**src/rtl/mux4_rr_arbiter_pkg.sv**
```systemverilog
// Shared types and helpers for the four-source round-robin arbiter.
package mux4_rr_arbiter_pkg;

    localparam int N_REQ = 4;

    typedef enum logic {
        IDLE,
        GRANT
    } state_t;

    // Returns {found, idx}. The search starts at ptr and wraps 3->0.
    // The first set request bit on that path wins.
    function automatic logic [2:0] rr_pick(input logic [N_REQ-1:0] req,
                                           input logic [1:0]       ptr);
        logic       found;
        logic [1:0] idx;
        logic [1:0] cand;
        found = 1'b0;
        idx   = '0;
        for (int unsigned k = 0; k < N_REQ; k++) begin
            cand = ptr + 2'(k);
            if (!found && req[cand]) begin
                found = 1'b1;
                idx   = cand;
            end
        end
        return {found, idx};
    endfunction

endpackage

```
**src/rtl/mux4_rr_arbiter_if.sv**
```systemverilog
// Source/sink bundle for the arbiter.
// master = the sources and the sink; slave = the arbiter.
interface mux4_rr_arbiter_if #(
    parameter int WIDTH = 8,
    parameter int CNT_W = 8
);
    logic [3:0]       req;
    logic [WIDTH-1:0] d1;
    logic [WIDTH-1:0] d2;
    logic [WIDTH-1:0] d3;
    logic [WIDTH-1:0] d4;
    logic             y_ready;
    logic [3:0]       gnt;
    logic [1:0]       sel;
    logic [WIDTH-1:0] y;
    logic             y_valid;
    logic [CNT_W-1:0] xfer_cnt;

    modport master (
        output req, d1, d2, d3, d4, y_ready,
        input  gnt, sel, y, y_valid, xfer_cnt
    );

    modport slave (
        input  req, d1, d2, d3, d4, y_ready,
        output gnt, sel, y, y_valid, xfer_cnt
    );
endinterface

```
**src/rtl/mux4_rr_arbiter_mux4_w.sv**
```systemverilog
// Parameterized-width 4:1 data mux.
module mux4_w #(
    parameter int WIDTH = 8
) (
    input  logic [1:0]       S,
    input  logic [WIDTH-1:0] D1,
    input  logic [WIDTH-1:0] D2,
    input  logic [WIDTH-1:0] D3,
    input  logic [WIDTH-1:0] D4,
    output logic [WIDTH-1:0] Y
);
    // Select one source by index.
    always_comb begin
        Y = D1;
        case (S)
            2'd0:    Y = D1;
            2'd1:    Y = D2;
            2'd2:    Y = D3;
            default: Y = D4;
        endcase
    end
endmodule

```
**src/rtl/mux4_rr_arbiter.sv**
```systemverilog
// Round-robin arbiter that shares one 4:1 mux between four requesters.
// Grants are registered. y_valid follows the granted request combinationally.
module mux4_rr_arbiter
    import mux4_rr_arbiter_pkg::*;
#(
    parameter int WIDTH = 8,
    parameter int CNT_W = 8
) (
    input  logic               clk,
    input  logic               rst_n,
    mux4_rr_arbiter_if.slave   bus
);

    state_t           state;
    logic [1:0]       ptr;
    logic [1:0]       sel_q;
    logic [3:0]       gnt_q;
    logic [CNT_W-1:0] cnt_q;

    logic             y_valid_c;
    logic             xfer;
    logic [1:0]       search_base;
    logic [2:0]       pick;
    logic [3:0]       pick_onehot;
    logic [WIDTH-1:0] y_mux;

    // Handshake and arbitration.
    // A completed beat moves the search start past the current winner in the
    // same cycle. This lets the next grant land with no idle cycle in between.
    always_comb begin
        y_valid_c   = (state == GRANT) && bus.req[sel_q];
        xfer        = y_valid_c && bus.y_ready;
        search_base = xfer ? (sel_q + 2'd1) : ptr;
        pick        = rr_pick(bus.req, search_base);
        pick_onehot = 4'b0001 << pick[1:0];
    end

    // FSM, priority pointer, grant registers and transfer counter.
    always_ff @(posedge clk or negedge rst_n) begin
        if (!rst_n) begin
            state <= IDLE;
            ptr   <= '0;
            sel_q <= '0;
            gnt_q <= '0;
            cnt_q <= '0;
        end else begin
            case (state)
                IDLE: begin
                    if (pick[2]) begin
                        sel_q <= pick[1:0];
                        gnt_q <= pick_onehot;
                        state <= GRANT;
                    end
                end
                GRANT: begin
                    if (xfer) begin
                        ptr   <= sel_q + 2'd1;
                        cnt_q <= cnt_q + CNT_W'(1);
                        if (pick[2]) begin
                            sel_q <= pick[1:0];
                            gnt_q <= pick_onehot;
                        end else begin
                            gnt_q <= '0;
                            state <= IDLE;
                        end
                    end else if (!bus.req[sel_q]) begin
                        gnt_q <= '0;
                        state <= IDLE;
                    end
                end
                default: begin
                    gnt_q <= '0;
                    state <= IDLE;
                end
            endcase
        end
    end

    mux4_w #(.WIDTH(WIDTH)) u_mux (
        .S  (sel_q),
        .D1 (bus.d1),
        .D2 (bus.d2),
        .D3 (bus.d3),
        .D4 (bus.d4),
        .Y  (y_mux)
    );

    assign bus.gnt      = gnt_q;
    assign bus.sel      = sel_q;
    assign bus.y        = y_mux;
    assign bus.y_valid  = y_valid_c;
    assign bus.xfer_cnt = cnt_q;

endmodule

```
**src/flat_wrapper.sv**
```systemverilog
// flat-port wrapper written by rule: the top's interface ports become plain ports
module mux4_rr_arbiter_flat import mux4_rr_arbiter_pkg::*;
#(
    parameter int WIDTH = 8,
    parameter int CNT_W = 8
)
  (clk, rst_n, bus_req, bus_d1, bus_d2, bus_d3, bus_d4, bus_y_ready, bus_gnt, bus_sel, bus_y, bus_y_valid, bus_xfer_cnt);
  mux4_rr_arbiter_if #(.WIDTH(WIDTH), .CNT_W(CNT_W)) bus_i ();
  input  logic clk;
  input  logic rst_n;
  input wire logic [$bits(bus_i.req)-1:0] bus_req;
  input wire logic [$bits(bus_i.d1)-1:0] bus_d1;
  input wire logic [$bits(bus_i.d2)-1:0] bus_d2;
  input wire logic [$bits(bus_i.d3)-1:0] bus_d3;
  input wire logic [$bits(bus_i.d4)-1:0] bus_d4;
  input wire logic [$bits(bus_i.y_ready)-1:0] bus_y_ready;
  output wire logic [$bits(bus_i.gnt)-1:0] bus_gnt;
  output wire logic [$bits(bus_i.sel)-1:0] bus_sel;
  output wire logic [$bits(bus_i.y)-1:0] bus_y;
  output wire logic [$bits(bus_i.y_valid)-1:0] bus_y_valid;
  output wire logic [$bits(bus_i.xfer_cnt)-1:0] bus_xfer_cnt;
  assign bus_i.req = bus_req;
  assign bus_i.d1 = bus_d1;
  assign bus_i.d2 = bus_d2;
  assign bus_i.d3 = bus_d3;
  assign bus_i.d4 = bus_d4;
  assign bus_i.y_ready = bus_y_ready;
  assign bus_gnt = bus_i.gnt;
  assign bus_sel = bus_i.sel;
  assign bus_y = bus_i.y;
  assign bus_y_valid = bus_i.y_valid;
  assign bus_xfer_cnt = bus_i.xfer_cnt;
  mux4_rr_arbiter #(.WIDTH(WIDTH), .CNT_W(CNT_W)) u_core (.clk(clk), .rst_n(rst_n), .bus(bus_i));
endmodule
```
**config.mk**
```make
export PLATFORM = sky130hd
export DESIGN_NAME = mux4_rr_arbiter_flat
export DESIGN_NICKNAME = d
export VERILOG_FILES = /design/src/rtl/mux4_rr_arbiter_pkg.sv /design/src/rtl/mux4_rr_arbiter_if.sv /design/src/rtl/mux4_rr_arbiter_mux4_w.sv /design/src/rtl/mux4_rr_arbiter.sv /design/src/flat_wrapper.sv
export SDC_FILE = /design/constraint.sdc
export NUM_CORES = 1
export LEC_CHECK = 0
export BUFFER_PORTS_ARGS = -buffer_cell sky130_fd_sc_hd__buf_2
export CAP_MARGIN = 0
export CORE_UTILIZATION = 35
export DETAILED_ROUTE_END_ITERATION = 6
export MAX_ROUTING_LAYER = met4
export PLACE_DENSITY = 0.63
export SLEW_MARGIN = 20
export SYNTH_ARGS = -nofsm -noshare
export SYNTH_HDL_FRONTEND = slang
export SYNTH_SLANG_ARGS = --single-unit
```
**constraint.sdc**
```tcl
create_clock -name clk -period 3 [get_ports clk]
set_input_delay 0.6 -clock clk [delete_from_list [all_inputs] [get_ports clk]]
set_output_delay 0.6 -clock clk [all_outputs]
set_load 0.005 [all_outputs]
```
* After elaboration in Yosys (flattened, before gate mapping)
Cells that the tools add are included.
** Storage, ports and cells
- Register bits after elaboration :: 17
- Input port bits :: 39
- Output and inout port bits :: 23
- Word-level logic and storage cells :: 65
** Cells by class
- $add $sub $neg :: 5
- Magnitude comparators :: 5
- Equal/unequal tests :: 5
- Shift-type cells :: 1
- Mux-type cells :: 32
- Bitwise gates (word level) :: 1
- Reductions and logical operators :: 11
** Operator list (number)
- 8-bit case mux with 3 select lines :: 1
- 4-bit two-way mux :: 4
- 2-bit by 3-bit less-than comparator with 1-bit output, second input constant :: 5
- 2-bit two-way mux :: 7
- 1-bit two-way mux :: 12
- 1-bit binary-select mux with 2-bit select :: 5
- 8-bit by 1-bit adder with 8-bit output, second input constant :: 1
- 4-bit case mux with 2 select lines :: 1
- 1-bit logical AND :: 5
- 2-bit by 1-bit adder with 2-bit output, second input constant :: 2
- 2-bit adder, second input constant :: 2
- 2-bit case mux with 2 select lines :: 1
- 2-bit AND reduction :: 2
- 1-bit by 2-bit << shifter with 4-bit output, first input constant :: 1
- 1-bit logical NOT :: 3
- 3-bit inequality test, second input constant :: 1
- 2-bit by 1-bit == test with 1-bit output, second input constant :: 1
- 2-bit == test, second input constant :: 1
- 2-bit logical NOT :: 1
- 2-bit by 1-bit inequality test with 1-bit output, second input constant :: 1
- 2-bit inequality test, second input constant :: 1
- 1-bit case mux with 2 select lines :: 1
- 1-bit NOT :: 1

* Depth between registers and ports, before layout
- Depth after elaboration :: 21
- Mapped depth :: 7
- Depth with buffers taken out :: 6

* Hierarchy
A second synthesis with hierarchy kept.
** Second synthesis, totals
- Cell total of the unflattened synthesis :: 113
- Area, all modules :: 1253.7 um^2
** Modules (own cells, without submodules)
- mux4_rr_arbiter :: times used 1, cells an instance 103, area an instance 1057.3 um^2, sequential area each 425.4 um^2
- mux4_w :: times used 1, cells an instance 10, area an instance 196.4 um^2, sequential area each 0.0 um^2

* Worst setup path after synthesis
OpenSTA, ideal clock, no wires.
- Path kind :: input-to-reg
- Start point :: in bus_req[3]
- End point :: reg u_core.sel_q[1] (netlist: u_core.bus.sel[1])
- Library setup time :: 0.079 ns
- Arrival :: 2.234 ns
- Required time :: 2.921 ns
- Setup slack :: 0.687 ns
- Stages :: 7
- Path buffers :: 1
- Path through :: buf_6 > mux2i_2 > o22ai_2 > mux2_4 > mux2_4 > a221o_1 > mux2i_1
** On the way
- Cells in the longest elaborated chain, start to end :: 20
- Elaborated cells between the ends (all ways) :: 34
- Classes of those cells :: add/sub: 3; eq/ne: 1; mux: 22; reduce/logical: 8
** Ends and longest elaborated chain
- from (decl) :: RTL line flat_wrapper.sv:11 : input wire logic [$bits(bus_i.req)-1:0] bus_req;
- branches (longest 20 deep; another with 2-bit by 1-bit adder with 2-bit output)
- to (signal assigned) :: RTL line mux4_rr_arbiter.sv:50 : sel_q <= pick[1:0];
- to (signal assigned) :: RTL line mux4_rr_arbiter.sv:60 : sel_q <= pick[1:0];
- to (decl) :: RTL line mux4_rr_arbiter.sv:16 : logic [1:0] sel_q;
Several ways; the timed one is not identified. The select of a mux whose other input is x is not followed.
A chain may end at the register's enable or synchronous reset.

* Worst setup path in the final report
- Start point :: reg u_core.sel_q[1] (netlist: u_core.bus.sel[1])
- End point :: out bus_y[0]
** On the way
- Cells in the longest elaborated chain, start to end :: 2
- Elaborated cells between the ends (all ways) :: 4
- Classes of those cells :: eq/ne: 2; mux: 1; reduce/logical: 1
** Ends and longest elaborated chain
- 2-bit == test, or another cell as far along :: RTL line mux4_rr_arbiter_mux4_w.sv:15 : case (S)
- 8-bit case mux with 3 select lines (*) :: RTL line mux4_rr_arbiter_mux4_w.sv:15
- to (decl) :: RTL line flat_wrapper.sv:19 : output wire logic [$bits(bus_i.y)-1:0] bus_y;
Every way passes the cells marked *; elsewhere a longest branch is shown, timed or not.

==> flow_metrics.py <==
metrics = {
    "yosys": {
        "ys_ff_latch": 17,
        "synth_nets": 172,
        "synthesis.area_um2": 1190,
        "yosys_warnings": 0,
        "synth_area_per_cell_um2": 9.27,
        "synth_top_flop_cell": "dfrtp_1",
        "synth_edf_count": 0,
        "ys_seq_area_share_pct": 35.9,
        "synthCells": 128,
        "synth_top_cell_by_area": "dfrtp_1",
        "async_flop_share_pct": 100,
        "synth_top_area_share_pct": 35.9,
        "synth_area_leaders": "dfrtp_1 (36%), mux2i_1 (8.4%), a222oi_1 (6.8%)",
        "synth_cell_type_count": 34,
    },
    "cells_and_area": {
        "final_cell_area_um2": 1540,
        "final_util_pct": 49.1,
        "nFillCells": 311,
        "layout_common_cells": "buf_2 (61), dfrtp_1 (17), inv_1 (16)",
        "final_common_cell": "buf_2",
        "fin_nets": 232,
        "antenna_cells": 0,
        "drive_gt1_share_pct": 39.0,
        "syn_to_final_growth_pct": 29.4,
    },
    "drt": {
        "dr.pass1.iters": 5,
        "drt_iter0_drc": 108,
        "vias": 1179,
        "viasPerCell": 5.10,
        "wl_per_cell_um": 13.1,
        "wirelength_um": 3040,
        "ant_nets": 0,
        "route.detailed.drc": 0,
    },
    "timing": {
        "worst_slack_ps": 506,
        "rsz0062_at_grt": "false",
        "max_slew_margin_pct": 61.2,
        "finalHoldViolations": 0,
        "maxSlewViolCount": 0,
        "worst_clock_skew_ps": 11.0,
        "setup_violations": 0,
        "worst_pin_slew_ps": 577,
        "period_minus_slack_ps": 2490,
        "fmax_mhz": 401,
        "finalCritPeriodShare_pct": 83.1,
        "finalSetupTns_ps": 0,
    },
    "global_route": {
        "grt_pass1_vias": 1207,
        "grt_antenna_before_repair": 0,
        "grt-ovfl-total": 0,
        "grt_max_degree": 18,
        "grt_pass1_wl_um": 5250,
        "grt.total_usage_pct": 19.9,
    },
    "floorplanning": {
        "initial_core_util_pct": 37.9,
        "rows": 20,
        "ioPinCount": 62,
        "core_area_um2": 3130,
        "die_y_um": 60.2,
        "die-area_um2": 3630,
        "dieWidth_um": 60.2,
    },
    "setup_path": {
        "reg2reg_depth": 6,
        "criticalPathCategory": "register to output port",
        "max_stage_delay_ps": 510,
        "timing.reg2reg.setup_slack_ps": 580,
        "cp_cell_sequence": "inv_1, ha_1, a222oi_1, mux2i_1, buf_2",
        "r2r_start": "u_core.bus.sel[1]",
        "critPathTopFamily": "flip-flops",
        "crit_required_ps": 2400,
        "arrival_ps": 1890,
        "crit_path_top_delay_cell": "dfrtp_1",
        "crit-reg2reg-capture": "u_core.bus.gnt[1]",
        "path_max_fanout": 8,
        "start_kind": "register",
        "path_buf_inv": 2,
        "end_kind": "output port",
    },
    "flow_run": {
        "maxCapViolations": 0,
    },
    "clocking": {
        "path_clk_slew_ps": 110,
        "clkSinkCount": 17,
        "post_cts_buffers": 0,
        "numCtsBuffers": 3,
        "cts_root_buf": "clkbuf_4",
        "htreeDepth": 1,
        "cts_resized": 0,
        "cts_buffer_depth": 2,
        "cts_hold_buf": 0,
        "cts_tree": "done",
        "clock_latency_ps": 290,
    },
    "power": {
        "vdd_drop_max_uv": 301,
        "power_density_nw_per_um2": 871,
        "p_leak_nw": 0.797,
        "finalPower_mw": 1.34,
    },
    "place": {
        "io_buffers": 61,
        "dpl_cell_area_um2": 1510,
        "routabilityCongestion": 0.932,
        "dp_hpwl_um": 2470,
        "dp_slack_ps": 413,
    },
    "hold_path": {
        "hold_class": "primary input to async pin",
    },
    "outcome": {
        "status": "complete, no violations",
    },
}
[layer usage]
layer	track usage (%)	wire, um	up-vias
met1	22.7	1340	561
met2	33.8	1540	29
met3	5.41	124	6
met4	5.98	31	0
li1	-	-	583
met5	-	0	-
[synth_stat cells, drive strengths merged (2+ instances only)]
master and instances:
mux2i 11, nand2 13, nor2 8, dfrtp 17
buf 2, xnor2 6, ha 5, inv 16
o31ai 2, mux2 3, o21ai 7, nand3 3
a21oi 5, nand4 3, clkbuf 4, a222oi 8
[layout make-up]
type                       count  area [um2]  share of cell area [%]
inverter                      16        60.1                    3.91
clock buffer                   4        26.3                    1.71
multi-input combinational     89         663                    43.2
tap                           44        55.1                    3.59
timing repair buffer          61         305                    19.9
sequential                    17         425                    27.7
[worst max-delay path by stage]
stage / from / endpoint / slack (ps) / depth (start not counted)
after floorplan: bus_req[3] / u_core.bus.sel[1] / 690 / 7
after global placement: bus_req[0] / u_core.bus.gnt[2] / 480 / 7
after detailed placement: bus_req[2] / u_core.bus.gnt[2] / 410 / 7
after CTS: u_core.bus.sel[1] / bus_y[0] / 500 / 5
after global routing: u_core.bus.sel[1] / u_core.bus.gnt[1] / 290 / 6
final: u_core.bus.sel[1] / bus_y[0] / 510 / 5
[flip-flops by register name, indices dropped and copies added (netlist names)]
register and count:
u_core.bus.gnt 4, u_core.state 1, u_core.bus.sel 2, u_core.ptr 2, u_core.bus.xfer_cnt 8
[power by group]
group	internal [mW]	switching, mW
registers	0.317	0.0975
clock network	0.0516	0.0714
logic	0.390	0.410
[through the flow]
stage               std cells  hold WS [ps]
floorplan                 128           304
global placement          227           455
detailed placement        227           460
CTS                       231           223
global route              231           235
finish                    231           207
[cell families (layout without fill, tap and decap cells)]
family / Yosys count / after routing / synth area share, %
simple gates: 33 / 33 / 13.2
compound gates: 30 / 30 / 19.2
buf+inv: 22 / 81 / 8.23
flops: 17 / 17 / 35.9
mux: 14 / 14 / 13.1
xor+xnor: 7 / 7 / 5.17
fa+ha+maj: 5 / 5 / 5.27
Power figures use the tool's default switching activity.
